**src/rtl/emmc_ddr_block_rx.sv**
```systemverilog
// Receive-side data-block engine for 4-bit DDR eMMC.
// It waits for the start bit, then unpacks one block into 16-bit words.
// It checks the eight per-line CRC16 streams and the end bit, then reports status.
module emmc_ddr_block_rx #(
    parameter int BLOCK_BYTES    = 512,
    parameter int TIMEOUT_CYCLES = 1024
) (
    input  logic        Clk,
    input  logic        Reset,
    input  logic        start,
    input  logic        abort,
    input  logic [3:0]  rd_pos,
    input  logic [3:0]  rd_neg,
    output logic [15:0] rx_data,
    output logic        rx_valid,
    output logic        busy,
    output logic        done,
    output logic        crc_err,
    output logic [7:0]  crc_err_lines,
    output logic        end_err,
    output logic        timeout_err
);

    localparam int DataW    = (BLOCK_BYTES > 1) ? $clog2(BLOCK_BYTES) : 1;
    localparam int TimeoutW = $clog2(TIMEOUT_CYCLES + 1);
    localparam logic [DataW-1:0]    DataLast    = DataW'(BLOCK_BYTES - 1);
    localparam logic [TimeoutW-1:0] TimeoutLast = TimeoutW'(TIMEOUT_CYCLES - 1);
    localparam logic [15:0]         CrcPoly     = 16'h1021;

    typedef enum logic [2:0] {IDLE, WAIT_START, DATA, CRC, END} rxState_t;

    rxState_t              state;
    rxState_t              nextState;
    logic [DataW-1:0]      dataCnt;
    logic [3:0]            crcCnt;
    logic [TimeoutW-1:0]   timeoutCnt;
    logic [15:0]           crcPos [4];
    logic [15:0]           crcNeg [4];
    logic [3:0]            highPos;
    logic [3:0]            highNeg;
    logic                  startAccept;

    // One serial CRC16-CCITT step, MSB first
    function automatic logic [15:0] crcStep(input logic [15:0] crc, input logic bitIn);
        crcStep = {crc[14:0], 1'b0} ^ ((crc[15] ^ bitIn) ? CrcPoly : 16'h0000);
    endfunction

    assign startAccept = (state == IDLE) && start && !abort;
    assign busy        = (state != IDLE);
    assign crc_err     = |crc_err_lines;

    // State register
    always_ff @(posedge Clk or posedge Reset) begin
        if (Reset) state <= IDLE;
        else       state <= nextState;
    end

    // Next-state logic; abort returns any active state to IDLE
    always_comb begin
        nextState = state;
        case (state)
            IDLE: begin
                if (startAccept) nextState = WAIT_START;
            end
            WAIT_START: begin
                if (abort)                          nextState = IDLE;
                else if (rd_pos == 4'b0000)         nextState = DATA;
                else if (timeoutCnt == TimeoutLast) nextState = IDLE;
            end
            DATA: begin
                if (abort)                    nextState = IDLE;
                else if (dataCnt == DataLast) nextState = CRC;
            end
            CRC: begin
                if (abort)                nextState = IDLE;
                else if (crcCnt == 4'd15) nextState = END;
            end
            END: begin
                nextState = IDLE;
            end
            default: nextState = IDLE;
        endcase
    end

    // Datapath: counters, word assembly, CRC accumulation/compare and status flags
    always_ff @(posedge Clk or posedge Reset) begin
        if (Reset) begin
            rx_data       <= '0;
            rx_valid      <= 1'b0;
            done          <= 1'b0;
            crc_err_lines <= '0;
            end_err       <= 1'b0;
            timeout_err   <= 1'b0;
            dataCnt       <= '0;
            crcCnt        <= '0;
            timeoutCnt    <= '0;
            highPos       <= '0;
            highNeg       <= '0;
            for (int i = 0; i < 4; i++) begin
                crcPos[i] <= '0;
                crcNeg[i] <= '0;
            end
        end else begin
            rx_valid <= 1'b0;
            done     <= 1'b0;
            case (state)
                IDLE: begin
                    if (startAccept) begin
                        crc_err_lines <= '0;
                        end_err       <= 1'b0;
                        timeout_err   <= 1'b0;
                        dataCnt       <= '0;
                        crcCnt        <= '0;
                        timeoutCnt    <= '0;
                        for (int i = 0; i < 4; i++) begin
                            crcPos[i] <= '0;
                            crcNeg[i] <= '0;
                        end
                    end
                end
                WAIT_START: begin
                    if (!abort) begin
                        if (rd_pos == 4'b0000)              dataCnt     <= '0;
                        else if (timeoutCnt == TimeoutLast) timeout_err <= 1'b1;
                        else                                timeoutCnt  <= timeoutCnt + TimeoutW'(1);
                    end
                end
                DATA: begin
                    if (!abort) begin
                        for (int i = 0; i < 4; i++) begin
                            crcPos[i] <= crcStep(crcPos[i], rd_pos[i]);
                            crcNeg[i] <= crcStep(crcNeg[i], rd_neg[i]);
                        end
                        if (!dataCnt[0]) begin
                            highPos <= rd_pos;
                            highNeg <= rd_neg;
                        end else begin
                            rx_data  <= {highPos, rd_pos, highNeg, rd_neg};
                            rx_valid <= 1'b1;
                        end
                        if (dataCnt != DataLast) dataCnt <= dataCnt + DataW'(1);
                    end
                end
                CRC: begin
                    if (!abort) begin
                        for (int i = 0; i < 4; i++) begin
                            crc_err_lines[i]     <= crc_err_lines[i]     | (rd_pos[i] ^ crcPos[i][15]);
                            crc_err_lines[i + 4] <= crc_err_lines[i + 4] | (rd_neg[i] ^ crcNeg[i][15]);
                            crcPos[i] <= {crcPos[i][14:0], 1'b0};
                            crcNeg[i] <= {crcNeg[i][14:0], 1'b0};
                        end
                        if (crcCnt != 4'd15) crcCnt <= crcCnt + 4'd1;
                    end
                end
                END: begin
                    if (!abort) begin
                        end_err <= (rd_pos != 4'b1111);
                        done    <= 1'b1;
                    end
                end
                default: ;
            endcase
        end
    end

endmodule

```
**config.mk**
```make
export PLATFORM = sky130hd
export DESIGN_NAME = emmc_ddr_block_rx
export DESIGN_NICKNAME = d
export VERILOG_FILES = /design/src/rtl/emmc_ddr_block_rx.sv
export SDC_FILE = /design/constraint.sdc
export NUM_CORES = 1
export LEC_CHECK = 0
export ABC_AREA = 1
export BUFFER_PORTS_ARGS = -buffer_cell sky130_fd_sc_hd__buf_2
export CAP_MARGIN = 20
export CORE_ASPECT_RATIO = 1.1
export CORE_UTILIZATION = 30
export CTS_CLUSTER_SIZE = 16
export DETAILED_ROUTE_END_ITERATION = 12
export GPL_ROUTABILITY_DRIVEN = 0
export HOLD_SLACK_MARGIN = 0.08
export PLACE_DENSITY_LB_ADDON = 0.2
export SLEW_MARGIN = 25
export SYNTH_ARGS = -nofsm -noshare
export SYNTH_HDL_FRONTEND = slang
export SYNTH_SLANG_ARGS = --single-unit
```
**constraint.sdc**
```tcl
create_clock -name Clk -period 16.5 [get_ports Clk]
set_input_delay 0.825 -clock Clk [delete_from_list [all_inputs] [get_ports Clk]]
set_output_delay 0.825 -clock Clk [all_outputs]
set_load 0.005 [all_outputs]
```
Yosys cells after proc, flatten, opt, wreduce, memory -nomap -nowiden
Index checks and enable logic that the tools add are counted.
{ "word_totals": {"ff_bits": 191, "input_bits": 12, "output_inout_bits": 30, "elab_cells": 149} }
{ "op_classes": {"add_sub_neg": 3, "eq_ne": 24, "n_mux": 54, "bitwise_logic": 26, "reduce_logical": 22} }
{ "ops": {"columns": ["op", "n"], "rows": [
  ["$pmux 64 s3", 2],
  ["$mux 64", 5],
  ["$xor 16x13->16", 8],
  ["$mux 13", 8],
  ["$mux 9", 5],
  ["$mux 11", 4],
  ["$pmux 9 s3", 1],
  ["$mux 3", 8],
  ["$ne 2x2->1 const B", 11],
  ["$pmux 11 s2", 1],
  ["$mux 8", 2],
  ["$pmux 8 s2", 1],
  ["$mux 4", 3],
  ["$ne 4x4->1 const B", 3],
  ["$pmux 3 s4", 1],
  ["$reduce_and 3->1", 4],
  ["$reduce_and 4->1", 3],
  ["$add 11x1->11 const B", 1],
  ["$eq 11x10->1 const B", 1],
  ["$mux 1", 10],
  ["$reduce_and 5->1", 2],
  ["$add 9x1->9 const B", 1],
  ["$eq 9x9->1 const B", 1],
  ["$ne 9x9->1 const B", 1],
  ["19 further kinds", 42]
]} }

Depth between registers and ports, before layout
{ "logic_depth": {"depth_word": 5, "ltp_mapped": 13, "mapped_depth_nobuf": 13} }

Least setup slack after synthesis
OpenSTA, ideal clock, no wires.
{ "synth_path": {"path_type": "register to register", "from": "register dataCnt[0]", "to": "register dataCnt[4]", "setup_time_ns": 0.126, "arrival_time_ns": 1.746, "required_ns": 16.374, "slack_ns": 14.628, "path_stages_with_launch": 13, "path_buffers": 1, "period_less_slack_ns": 1.872, "cell_sequence": "dfrtp_1 > ha_1 > nand3_1 > nor2_1 > inv_1 > nor3_1 > ha_1 > nand3b_1 > nand2_1 > nand3_1 > nor2_1 > buf_2 > o21ai_0"} }
{ "synth_between": {"elab_chain_cells": 4, "word_cells_on_any_way": 7, "cone_classes": "add/sub: 1; eq/ne: 2; mux: 3; reduce/logical: 1"} }
{ "synth_lines": {"columns": ["item", "line", "source"], "rows": [
  ["start: declaration", "34", "logic [DataW-1:0] dataCnt;"],
  ["start signal: assignment", "141", "if (dataCnt != DataLast) dataCnt <= dataCnt + DataW'(1);"],
  ["$add 9x1->9", "141", null],
  ["$mux 9", "141", null],
  ["$mux 9", "129", "if (!abort) begin"],
  ["$pmux 9 s3", "106", "case (state)"]
]} }
Several ways; a longest one is shown, not always the timed one. The select of a mux whose other input is x is not followed.
A chain may end at the register's enable or synchronous reset.

Final worst setup path
{ "layout_path": {"from": "register state[0]", "to": "register crcNeg[8] (netlist name)"} }
{ "layout_between": {"elab_chain_cells": 5, "word_cells_on_any_way": 11, "cone_classes": "eq/ne: 5; mux: 1; reduce/logical: 5"} }
{ "layout_lines": {"columns": ["item", "line", "source"], "rows": [
  ["start: declaration", "32", "rxState_t state;"],
  ["start signal: assignment", "55", "else state <= nextState;"],
  ["$logic_not 3->1", "48, 106", null],
  ["$logic_and 1x1->1 (2 in a row)", "48", "assign startAccept = (state == IDLE) && start && !abort;"],
  ["$ne 2x2->1 (no source line)", null, null],
  ["$reduce_and 4->1 (no source line)", null, null],
  ["end signal: indexed assignment", "132", "crcNeg[i] <= crcStep(crcNeg[i], rd_neg[i]);"],
  ["end signal: indexed assignment", "150", "crcNeg[i] <= {crcNeg[i][14:0], 1'b0};"],
  ["end: declaration", "38", "logic [15:0] crcNeg [4];"]
]} }
Several ways; a longest one is shown, not always the timed one.

==> results.md <==
* Run status: complete, no violations
* Die area at 0.0287 mm^2
* R2R Setup Slk at 13.19 ns
* # diodes at 0
* Max Slew Vio Count at 0
* # hold bufs at CTS at 0
* CP Launch Type: flop
* Vias in the first global route at 6076
* RR Startpoint: state[0]
* Tmin final at 3.31 ns
* Synth Instances at 1018
* Static leakage at 0.00516 uW
* Commonest non-fill, non-tap cell in the layout: nand2_1
* Worst Setup EP: crcNeg[8]
* Worst ir drop on vdd at 0.0000891 V
* Synth warnings at 0
* Pin count of the biggest net entering global routing at 110
* CTS tree: yes
* GR Util met3 at 2.29%
* Gr busiest metal: met2
* CP Data Arrival Time at 3.64 ns
* Met2 GRT Util at 20.7%
* Power per cell area at 126 mW/mm^2
* Initial antenna violation count at 0
* First-pass GRT wire length at 30800 um
* Synth Area in Adders at 0.595%
* Register area share after synthesis at 56.8%
* Clock transition at path regs at 0.07 ns
* XOR/XNOR share of the synthesized area at 1.67%
* Setup CP Type: flop to flop
* Clock tree buffer depth at 2
* Final Hold Fails at 0
* FF/Latch Area at 0.00478 mm^2
* Final antenna-violating net count at 0
* CTS root buf: clkbuf_16
* Netlist Area Pre-Place at 0.00841 mm^2
* DP Wirelength at 10700 um
* Final setup vio count at 0
* Worst-margin pin slew at 0.793 ns
* Largest family of logic cells by synthesized area: simple AND/OR/NAND/NOR gates
* Routed WL at 18300 um
* DR DRC count at 0
* Via count at 6404
* Hold_sp: highPos[2]
* Compound-Gate Fraction of Synth Area at 3.15%
* Critical path launch point: state[0]
* Core area at 0.0273 mm^2
* Setup bufs post-CTS at 0
* Initial DRC count at 671
* WP data required at 16.83 ns
* Cell variety after synth at 27
* Post-Synth Simple-Gate Area at 32.3%
* Post_cts resized at 0
* Peak Freq at 302 MHz
* CTS Sinks at 191
* GRT Residual Overflow at 0
* Layout fillers at 2915
* Ratio of cells with drive above 1 in the final layout at 9.25%
* Relative slew slack at 46.9%
* Routed len/inst at 13.0 um
* Layout Skew at 0.0153 ns
* Avg Inst Size Synth at 8.26 um^2
* Hold WC Path Type: flop to flop
* WHS at 0.473 ns
* IO Pins at 42
* DRT Pass-1 Iters at 4
* Chip width at 162 um
* H-tree depth at 4
* Most frequent cells in the layout: 445 x nand2_1, 191 x dfrtp_1, 154 x nand3_1
* Clock buffers created by TritonCTS at 17
* Area growth, synth to finish at 12.6%
* IO Port Bufs at 41
* CP endpoint kind: flop
* Multi-input gate area at 0.00318 mm^2
* Reg2Reg Depth at 9
* Setup TNS at 0 ns
* Crit-path max FO at 102
* Unrepaired setup endpoints after global routing: false
* Mux share of post-synthesis cell area at 0%
* Met1 Use GR at 19.0%
* Starting Density at 30.8%
* Yosys reg bits at 191
* Worst r2r dst: crcNeg[8]
* Final net count at 1052
* Cell Rows at 63
* Max-cap violations at 0
* GRT Overall Usage at 13.5%
* Vias per cell at 4.55
* Die H at 178 um
* Syn Nets at 1034
* Final critical-path share of the clock period at 20.1%
* Skew-Pair Late Insertion Delay at 0.44 ns
-- synthesized netlist by cell type (all sizes together) --
cell type | instances | area (um^2)
inv | 52 | 195
clkbuf | 13 | 48.8
nor2 | 34 | 153
a21oi | 12 | 60.1
nand3b | 3 | 22.5
buf | 35 | 209
or2 | 3 | 18.8
dfrtp | 191 | 4780
ha | 4 | 50.1
nand3 | 155 | 781
nand4 | 2 | 12.5
nor3b | 1 | 7.51
clkinv | 2 | 7.51
nor4 | 2 | 12.5
o21ai | 41 | 205
nand2 | 448 | 1690
xor2 | 12 | 105
xnor2 | 4 | 35.0
nor3 | 4 | 20.0
-- power by group --
| part | leakage, uW | internal (uW) | switching, uW |
|---|---|---|---|
| clock | 0.000291 | 219 | 197 |
| sequential | 0.00264 | 491 | 24.0 |
| combinational | 0.00222 | 53.7 | 212 |
-- critical path, stage by stage, from the launching register on --
cell,delay [ns]
dfrtp_1,0.48
inv_2,0.39
nand2_1,0.26
inv_2,0.11
o21ai_1,0.09
nor2_4,0.58
clkinv_2,0.54
buf_6,0.49
nand2_1,0.15
nand2_1,0.06
-- per-layer routing --
metal | wire, um | vias to the layer above
met3 | 464 | 14
met4 | 257 | 0
met1 | 9600 | 3046
li1 | - | 3258
met5 | 0 | -
met2 | 7990 | 86
-- logic make-up (layout without fill, tap and decap cells) --
family	after synthesis	after routing
and+or+nand+nor	652	652
DFF	191	191
buffers and inverters	102	133
AOI/OAI and AO/OA	53	53
xor gates and xnor gates	16	16
adders and majority gates	4	4
-- final cells by class --
class,instances,share of cell area [%]
timing repair buffer,47,2.76
tap,357,4.72
sequential,191,50.5
clock buffer,19,4.68
multi-input combinational,725,33.6
clock inverter,13,1.55
inverter,54,2.23
-- per-stage QoR --
| step | instance area (um^2) | worst slack (ns) | std cells | power, uW | util (%) |
|---|---|---|---|---|---|
| 2_1_floorplan | 8410 | 10.48 | 1018 | 733 | - |
| 3_3_place_gp | 8870 | 13.02 | 1374 | 792 | 32.5 |
| 3_5_place_dp | 8870 | 12.97 | 1374 | 791 | 32.5 |
| 4_1_cts | 9460 | 13.03 | 1406 | 1210 | 34.7 |
| 5_1_grt | 9470 | 12.86 | 1406 | 1260 | 34.7 |
| 6_report | 9470 | 13.19 | 1406 | 1200 | 34.7 |
-- worst min-delay path by stage --
stage	to	slack, ns	cells after the start
floorplan	rx_data[12]	0.44	2
CTS	rx_data[14]	0.48	2
detailed placement	rx_data[14]	0.46	2
global placement	rx_data[4]	0.45	2
global route	rx_data[5]	0.49	2
finish	rx_data[14]	0.47	2
-- sequential cells by signal, indices dropped and copies added (netlist names), 3 cells and up --
register	count
highNeg	4
crc_err_lines	8
highPos	4
dataCnt	9
rx_data	16
crcNeg	64
crcCnt	4
crcPos	64
state	3
timeoutCnt	11
No activity file was read; power rests on OpenSTA's default activity.
